[src/rtl/pair_tree_eval_pipe_pkg.sv]
// Shared types and helpers for the pair-term XOR reduction pipeline:
// pair function encoding, the per-pair function and the stage-count rule.
package pair_tree_pkg;

   typedef enum logic [1:0] {
      PAIR_ANDN = 2'd0,
      PAIR_ORN  = 2'd1,
      PAIR_XOR  = 2'd2,
      PAIR_XNOR = 2'd3
   } pair_op_e;

   function automatic logic pair_term(input pair_op_e op, input logic a, input logic b);
      logic t;
      t = 1'b0;
      case (op)
         PAIR_ANDN: t = a & ~b;
         PAIR_ORN:  t = a | ~b;
         PAIR_XOR:  t = a ^ b;
         PAIR_XNOR: t = ~(a ^ b);
         default:   t = 1'b0;
      endcase
      return t;
   endfunction

   // One capture stage plus ceil(log2(num_pairs)/lvl_per_stg) reduction stages.
   function automatic int stage_count(input int num_pairs, input int lvl_per_stg);
      return 1 + ($clog2(num_pairs) + lvl_per_stg - 1) / lvl_per_stg;
   endfunction

endpackage

[src/rtl/pair_tree_eval_pipe_if.sv]
// Handshake bundle for pair_tree_eval_pipe: input side, output side and status.
interface pair_tree_eval_pipe_if
   import pair_tree_pkg::*;
#(
   parameter int NUM_PAIRS = 8,
   parameter int TAG_W     = 4
) ();

   logic                   in_valid;
   logic                   in_ready;
   logic [2*NUM_PAIRS-1:0] din;
   pair_op_e               op;
   logic                   inv;
   logic [TAG_W-1:0]       tag_in;
   logic                   out_valid;
   logic                   out_ready;
   logic                   result;
   logic [TAG_W-1:0]       tag_out;
   logic                   busy;

   modport master (
      output in_valid, din, op, inv, tag_in, out_ready,
      input  in_ready, out_valid, result, tag_out, busy
   );

   modport slave (
      input  in_valid, din, op, inv, tag_in, out_ready,
      output in_ready, out_valid, result, tag_out, busy
   );

endinterface

[src/rtl/pair_tree_eval_pipe_stage.sv]
// One reduction slice: XORs groups of 2**LEVELS bits into a register with
// valid/load handling. Payload MSB carries inv until the final slice folds it in.
module pair_tree_stage #(
   parameter int  IN_W   = 2,
   parameter int  LEVELS = 1,
   parameter int  TAG_W  = 4,
   parameter bit  FINAL  = 1'b0,
   localparam int OUT_W  = IN_W >> LEVELS,
   localparam int PW_OUT = FINAL ? 1 : OUT_W + 1
) (
   input  logic              clk,
   input  logic              rst_n,
   input  logic              load,
   input  logic              up_valid,
   input  logic [IN_W:0]     up_pay,
   input  logic [TAG_W-1:0]  up_tag,
   output logic              valid,
   output logic [PW_OUT-1:0] pay,
   output logic [TAG_W-1:0]  tag
);

   localparam int GRP = 1 << LEVELS;

   logic [OUT_W-1:0]  red;
   logic [PW_OUT-1:0] nxt;

   always_comb begin
      red = '0;
      for (int j = 0; j < OUT_W; j++) begin
         red[j] = ^up_pay[j*GRP +: GRP];
      end
   end

   if (FINAL) begin : g_final
      assign nxt = red ^ up_pay[IN_W];
   end else begin : g_mid
      assign nxt = {up_pay[IN_W], red};
   end

   always_ff @(posedge clk or negedge rst_n) begin
      if (!rst_n) begin
         valid <= 1'b0;
      end else if (load) begin
         valid <= up_valid;
      end
   end

   // Data only moves with a real transaction; a held stage keeps its contents.
   always_ff @(posedge clk) begin
      if (load && up_valid) begin
         pay <= nxt;
         tag <= up_tag;
      end
   end

endmodule

[src/rtl/pair_tree_eval_pipe.sv]
// Pipelined pair-term evaluator: per-pair function, balanced XOR tree with a
// register every LVL_PER_STG levels, bubble-collapsing valid/ready flow.
module pair_tree_eval_pipe
   import pair_tree_pkg::*;
#(
   parameter int NUM_PAIRS   = 8,
   parameter int LVL_PER_STG = 1,
   parameter int TAG_W       = 4
) (
   input logic                 clk,
   input logic                 rst_n,
   pair_tree_eval_pipe_if.slave bus
);

   localparam int S    = stage_count(NUM_PAIRS, LVL_PER_STG);
   localparam int LOG2 = $clog2(NUM_PAIRS);

   logic [S-1:0]         vld;
   logic [S-1:0]         load;
   logic [TAG_W-1:0]     tag_s [S];
   logic [NUM_PAIRS-1:0] terms;
   logic [NUM_PAIRS:0]   pay0;
   logic [TAG_W-1:0]     tag0;
   logic                 vld0;
   logic                 last_pay;

   // A stage may load whenever some stage at or below it is empty, or the output drains.
   always_comb begin
      logic all_full;
      load     = '0;
      all_full = 1'b1;
      for (int k = S - 1; k >= 0; k--) begin
         all_full = all_full & vld[k];
         load[k]  = bus.out_ready | ~all_full;
      end
   end

   always_comb begin
      terms = '0;
      for (int i = 0; i < NUM_PAIRS; i++) begin
         terms[i] = pair_term(bus.op, bus.din[2*i+1], bus.din[2*i]);
      end
   end

   // Stage 0: capture pair terms, inv and tag.
   always_ff @(posedge clk or negedge rst_n) begin
      if (!rst_n) begin
         vld0 <= 1'b0;
      end else if (load[0]) begin
         vld0 <= bus.in_valid;
      end
   end

   always_ff @(posedge clk) begin
      if (load[0] && bus.in_valid) begin
         pay0 <= {bus.inv, terms};
         tag0 <= bus.tag_in;
      end
   end

   assign vld[0]   = vld0;
   assign tag_s[0] = tag0;

   // Stages 1..S-1: each folds up to LVL_PER_STG tree levels.
   for (genvar k = 1; k < S; k++) begin : g_stg
      localparam int  DONE   = (k - 1) * LVL_PER_STG;
      localparam int  IN_W   = NUM_PAIRS >> DONE;
      localparam int  LEVELS = (LOG2 - DONE < LVL_PER_STG) ? (LOG2 - DONE) : LVL_PER_STG;
      localparam bit  FINAL  = (k == S - 1);
      localparam int  PW_OUT = FINAL ? 1 : (IN_W >> LEVELS) + 1;

      logic [IN_W:0]     up_pay;
      logic [PW_OUT-1:0] pay;

      if (k == 1) begin : g_first
         assign up_pay = pay0;
      end else begin : g_next
         assign up_pay = g_stg[k-1].pay;
      end

      pair_tree_stage #(
         .IN_W   (IN_W),
         .LEVELS (LEVELS),
         .TAG_W  (TAG_W),
         .FINAL  (FINAL)
      ) u_stage (
         .clk      (clk),
         .rst_n    (rst_n),
         .load     (load[k]),
         .up_valid (vld[k-1]),
         .up_pay   (up_pay),
         .up_tag   (tag_s[k-1]),
         .valid    (vld[k]),
         .pay      (pay),
         .tag      (tag_s[k])
      );
   end

   assign last_pay = g_stg[S-1].pay[0];

   // Outputs read as zero whenever the output slot is empty, including after reset.
   assign bus.in_ready  = load[0];
   assign bus.out_valid = vld[S-1];
   assign bus.result    = vld[S-1] & last_pay;
   assign bus.tag_out   = vld[S-1] ? tag_s[S-1] : '0;
   assign bus.busy      = |vld;

endmodule

[src/flat_wrapper.sv]
// flat-port wrapper written by rule: the top's interface ports become plain ports
module pair_tree_eval_pipe_flat import pair_tree_pkg::*;
#(
   parameter int NUM_PAIRS   = 8,
   parameter int LVL_PER_STG = 1,
   parameter int TAG_W       = 4
)
  (clk, rst_n, bus_in_valid, bus_din, bus_op, bus_inv, bus_tag_in, bus_out_ready, bus_in_ready, bus_out_valid, bus_result, bus_tag_out, bus_busy);
  pair_tree_eval_pipe_if #(.NUM_PAIRS(NUM_PAIRS), .TAG_W(TAG_W)) bus_i ();
  input logic clk;
  input logic rst_n;
  input wire logic [$bits(bus_i.in_valid)-1:0] bus_in_valid;
  input wire logic [$bits(bus_i.din)-1:0] bus_din;
  input wire logic [$bits(bus_i.op)-1:0] bus_op;
  input wire logic [$bits(bus_i.inv)-1:0] bus_inv;
  input wire logic [$bits(bus_i.tag_in)-1:0] bus_tag_in;
  input wire logic [$bits(bus_i.out_ready)-1:0] bus_out_ready;
  output wire logic [$bits(bus_i.in_ready)-1:0] bus_in_ready;
  output wire logic [$bits(bus_i.out_valid)-1:0] bus_out_valid;
  output wire logic [$bits(bus_i.result)-1:0] bus_result;
  output wire logic [$bits(bus_i.tag_out)-1:0] bus_tag_out;
  output wire logic [$bits(bus_i.busy)-1:0] bus_busy;
  assign bus_i.in_valid = bus_in_valid;
  assign bus_i.din = bus_din;
  assign bus_i.op = bus_op;
  assign bus_i.inv = bus_inv;
  assign bus_i.tag_in = bus_tag_in;
  assign bus_i.out_ready = bus_out_ready;
  assign bus_in_ready = bus_i.in_ready;
  assign bus_out_valid = bus_i.out_valid;
  assign bus_result = bus_i.result;
  assign bus_tag_out = bus_i.tag_out;
  assign bus_busy = bus_i.busy;
  pair_tree_eval_pipe #(.NUM_PAIRS(NUM_PAIRS), .LVL_PER_STG(LVL_PER_STG), .TAG_W(TAG_W)) u_core (.clk(clk), .rst_n(rst_n), .bus(bus_i));
endmodule
[config.mk]
export PLATFORM = sky130hd
export DESIGN_NAME = pair_tree_eval_pipe_flat
export DESIGN_NICKNAME = d
export VERILOG_FILES = /design/src/rtl/pair_tree_eval_pipe_pkg.sv /design/src/rtl/pair_tree_eval_pipe_if.sv /design/src/rtl/pair_tree_eval_pipe_stage.sv /design/src/rtl/pair_tree_eval_pipe.sv /design/src/flat_wrapper.sv
export SDC_FILE = /design/constraint.sdc
export NUM_CORES = 1
export LEC_CHECK = 0
export ABC_AREA = 1
export BUFFER_PORTS_ARGS = -buffer_cell sky130_fd_sc_hd__buf_2
export CAP_MARGIN = 20
export CORE_MARGIN = 8
export CORE_UTILIZATION = 49
export DETAILED_ROUTE_END_ITERATION = 10
export PLACE_DENSITY_LB_ADDON = 0.2
export SYNTH_ARGS = -nofsm -noshare
export SYNTH_HDL_FRONTEND = slang
export SYNTH_SLANG_ARGS = --single-unit
[constraint.sdc]
create_clock -name clk -period 1.85 [get_ports clk]
set_clock_uncertainty 0.2 [all_clocks]
set_input_delay 0.37 -clock clk [delete_from_list [all_inputs] [get_ports clk]]
set_output_delay 0.37 -clock clk [all_outputs]
set_load 0.005 [all_outputs]
Word-level counts from Yosys, hierarchy flattened
Index checks and enable logic that the tools add are counted.

operators by class
  equality and inequality tests = 3
  multiplexer cells = 9
  bitwise operators = 53
  reduce and logical (&&, ||, !) cells = 13

operators by type and width
  cell                  count
  $pmux W1 S4           8
  $not A1 Y1            20
  $reduce_xor A2 Y1     7
  $and A1 B1 Y1         12
  $or A1 B1 Y1          12
  $xor A1 B1 Y1         9
  $eq A2 B2 Y1 const B  2
  $logic_and A1 B1 Y1   4
  $mux W4               1
  $reduce_or A4 Y1      1
  $eq A2 B1 Y1 const B  1
  $logic_not A2 Y1      1

word-level totals
  register bits after elaboration = 38
  word-level logic and storage cells = 90

Logic depth before layout (Yosys ltp)
  word-level depth = 6
  mapped depth = 5
  gate-level depth less buffers = 5

By module
A second synthesis with hierarchy kept.

second synthesis, totals
  cell total of the unflattened synthesis = 202
  area, all modules = 2018.2 um2

modules (own cells, without submodules)
  module                                     instances  cells each  area each (um2)
  pair_tree_eval_pipe                        1          125         1111.1
  pair_tree_stage (u_core.g_stg[1].u_stage)  1          35          389.1
  pair_tree_stage (u_core.g_stg[2].u_stage)  1          23          291.5
  pair_tree_stage (u_core.g_stg[3].u_stage)  1          19          226.5

Worst setup path before layout
No wires, ideal clock.

  kind = reg2reg
  from = register u_core.g_stg[3].u_stage.valid
  to = register u_core.pay0[0] (netlist: u_core.g_stg[1].up_pay[0]) (enable)
  library setup time = 0.382 ns
  data arrival time = 1.270 ns
  setup slack = -0.002 ns
  cell stages (with the launch flop) = 5
  period minus slack after synthesis = 1.852 ns
  cells stage by stage = dfrtp_1 > buf_4 > nand4_1 > nor2_1 > nor2_1

on the way
  longest elaborated chain between the ends = 6

RTL lines
  what                         RTL line                         RTL
  start, declared              pair_tree_eval_pipe_stage.sv:17  output logic valid,
  start signal, assigned       pair_tree_eval_pipe_stage.sv:44  valid <= up_valid;
  $and A1 B1 Y1 (3 in series)  pair_tree_eval_pipe.sv:33        all_full = all_full & vld[k];
  $not A1 Y1                   pair_tree_eval_pipe.sv:34        load[k] = bus.out_ready | ~all_full;
  $or A1 B1 Y1                 pair_tree_eval_pipe.sv:34
  $logic_and A1 B1 Y1          pair_tree_eval_pipe.sv:55        if (load[0] && bus.in_valid) begin
  end signal, assigned         pair_tree_eval_pipe.sv:56        pay0 <= {bus.inv, terms};
  end, declared                pair_tree_eval_pipe.sv:22        logic [NUM_PAIRS:0] pay0;

Every way passes these cells.
A chain may end at the register's enable or synchronous reset.

Final worst setup path
  from = register u_core.g_stg[2].u_stage.valid
  to = output bus_in_ready

on the way
  longest elaborated chain between the ends = 5

RTL lines
  what                         RTL line                         RTL
  start, declared              pair_tree_eval_pipe_stage.sv:17
  start signal, assigned       pair_tree_eval_pipe_stage.sv:44
  $and A1 B1 Y1 (3 in series)  pair_tree_eval_pipe.sv:33
  $not A1 Y1                   pair_tree_eval_pipe.sv:34
  $or A1 B1 Y1                 pair_tree_eval_pipe.sv:34
  end, declared                flat_wrapper.sv:18               output wire logic [$bits(bus_i.in_ready)-1:0] bus_in_ready;

Every way passes these cells.

==> flow_summary.json <==
{
  "cp-start-kind": "register",
  "ys_ff_latch": 38,
  "highest-signal-layer": "met4",
  "met3WireLength_um": 132,
  "slowest_stage": "dfrtp_1",
  "cap_violations": 0,
  "post_cts_resized": 0,
  "clockRootBuffer": "clkbuf_8",
  "firstDrtPassIters": 4,
  "diodes": 0,
  "io_pins": 35,
  "die_w_um": 78.61,
  "clk_path_buf_depth": 2,
  "cts-htree-levels": 2,
  "drt-wirelength-per-cell_um": 10.95,
  "slew_viol_final": 0,
  "hold_start": "bus_tag_in[3]",
  "fin_crit_sh_pct": 93.13,
  "wirelength_mm": 2.814,
  "fin_nets": 251,
  "critPathMaxStageDelay_ns": 0.41,
  "n_fill_cell": 310,
  "cp.arrival_ns": 1.15,
  "cts_tree": "yes",
  "initial_core_util_pct": 51.68,
  "multi_input_area_um2": 620.6,
  "crit_fanout": 5,
  "die_h_um": 78.61,
  "critPathLaunch": "u_core.g_stg[2].u_stage.valid",
  "crit_type": "reg2out",
  "grt_antenna_before_repair": 0,
  "dr_wl_met2_mm": 1.487,
  "critical-path-top-delay-family": "flip-flops",
  "final.setup.tns_ns": 0,
  "hpwl_mm": 2.278,
  "netlist_area_mm2": 0.001921,
  "avgViaCountPerCell": 4.829,
  "synth_nets": 211,
  "path_buf_inv": 1,
  "cts_buffers": 5,
  "cp.required_ns": 1.28,
  "area_growth_pct": 16.81,
  "gp_congestion": 0.7878,
  "port_buffers": 34,
  "cp_cell_sequence": "nand3_1, nor2_2, nand2_2, buf_2",
  "yosysWarnings": 0,
  "grt_max_degree": 19,
  "outcome": "completed",
  "dp_slack_ns": 0.09363,
  "avgSynthCellArea_um2": 11.43,
  "wl_met1_mm": 1.145,
  "grt-ovfl-total": 0,
  "hold_viol": 0,
  "num_vias": 1241,
  "yosysUniqueCellTypes": 21,
  "max_slew_margin_pct": 57.21,
  "grt_pass1_vias": 1273,
  "setup_ws_ns": 0.1270,
  "drt_first_iter_violations": 37,
  "postRouteAntennaNets": 0,
  "grtUsageTotal_pct": 10.19,
  "final_layout_size_suffix_gt1_share_pct": 23.92,
  "fmax_ghz": 0.5804,
  "cts_setup_buffers": 0,
  "leakagePower_nw": 1.066,
  "clkTransAtPathRegs_ns": 0.07,
  "end_kind": "output port",
  "dieArea_mm2": 0.006179,
  "seq_area_mm2": 0.001121,
  "clock_latency_ns": 0.28,
  "fin_crit_ns": 1.723,
  "numClockSinks": 38,
  "syn_inst": 168,
  "drc": 0,
  "rsz0062_at_grt": "false",
  "ir_drop_v": 0.0003661,
  "setup_viol": 0,
  "worst_pin_slew_ns": 0.6394,
  "hold_class": "in2reg",
  "r2r-start": "u_core.g_stg[2].u_stage.valid",
  "p_per_area_mw_per_mm2": 910.8,
  "ys_seq_area_share_pct": 58.37,
  "rows": 22,
  "coreArea_mm2": 0.003716,
  "grt_pass1_wl_mm": 5.064
}
==> cell type report <==
type | count | share of cell area, %
multi-input cells | 90 | 27.66
well taps | 48 | 2.677
inverters | 36 | 6.247
repair buffers | 37 | 8.700
clock buffers | 7 | 3.402
flip-flops and latches | 38 | 49.97
clock inverters | 1 | 1.339
==> cells in the final DEF (no fill, tap or decap), types with 2 or more instances in the layout <==
cell type,n
nand2_2,2
xor2_1,7
clkbuf_1,2
nand2_1,28
nand3_1,10
buf_4,2
nor2_1,3
ha_1,16
nor2_2,2
inv_1,34
edfxtp_1,34
dfrtp_1,4
nand4_1,9
buf_2,34
clkbuf_8,5
nand3b_1,8
==> per-layer routing <==
layer	global-route usage (%)	vias to the layer above
met5	0	-
met1	9.812	579
met4	5.926	0
li1	-	629
met3	3.075	4
met2	18.72	29
==> through the flow <==
stage / hold slack [ns] / cell area, µm² / cells / power [W] / util [%]
2_1_floorplan: -0.1256 / 1923 / 168 / 0.001314 / -
3_3_place_gp: -0.02632 / 2127 / 248 / 0.001397 / 57.24
3_5_place_dp: -0.01865 / 2127 / 248 / 0.001415 / 57.24
4_1_cts: 0.05425 / 2243 / 257 / 0.002071 / 60.37
5_1_grt: 0.05025 / 2243 / 257 / 0.002157 / 60.37
6_report: 0.06399 / 2243 / 257 / 0.002043 / 60.37
==> cell families after synthesis <==
| group | synth area share (%) |
|---|---|
| xor+xnor | 3.648 |
| simple gates | 17.52 |
| flops | 58.37 |
| fa+ha+maj | 10.42 |
| compound gates | 0.5863 |
| buf+inv | 9.446 |
==> synth_stat cells, drive strengths merged <==
master | number | area share (%)
nand4 | 9 | 2.9
ha | 16 | 10
nand3b | 8 | 3.1
edfxtp | 34 | 53
xnor2 | 1 | 0.46
nand3 | 10 | 2.6
nand2 | 30 | 6.1
inv | 36 | 7.3
buf | 4 | 2.1
a31oi | 1 | 0.33
dfrtp | 4 | 5.2
a21oi | 1 | 0.26
xor2 | 7 | 3.2
nor2 | 7 | 2.7
==> power breakdown <==
| group | leakage (nW) | internal [W] | total (W) | switching (W) |
|---|---|---|---|---|
| registers | 0.372 | 0.00107 | 0.00111 | 0.0000398 |
| logic | 0.641 | 0.000120 | 0.000280 | 0.000160 |
| clock network | 0.0524 | 0.000403 | 0.000650 | 0.000248 |
| total | 1.07 | 0.00160 | 0.00204 | 0.000447 |
==> registers in the layout, summed over array words and instances, names as in the netlist <==
register,flops
u_core.g_stg.u_stage.valid,3
u_core.vld0,1
u_core.g_stg.u_stage.tag,12
u_core.g_stg.up_pay,9
u_core.g_stg.u_stage.pay,9
u_core.tag0,4
==> timing repair <==
item / in CTS / in global routing
hold endpoints to repair: 4 / 0
endpoints found under the setup margin: 0 / 0
hold buffers: 1 / 0
==> worst paths after layout <==
kind | to | slack (ns) | cells past startpoint
max | bus_in_ready | 0.13 | 4
min | u_core.tag0[3] | 0.06 | 1
max reg2reg | u_core.g_stg[1].u_stage.pay[3] | 0.17 | 3
min reg2reg | u_core.g_stg[1].u_stage.pay[4] | 0.22 | 0
max in group asynchronous | u_core.g_stg[3].u_stage.valid | 1.10 | 2
min in group asynchronous | u_core.g_stg[1].u_stage.valid | 0.22 | 2
No activity file was read; power rests on OpenSTA's default activity.
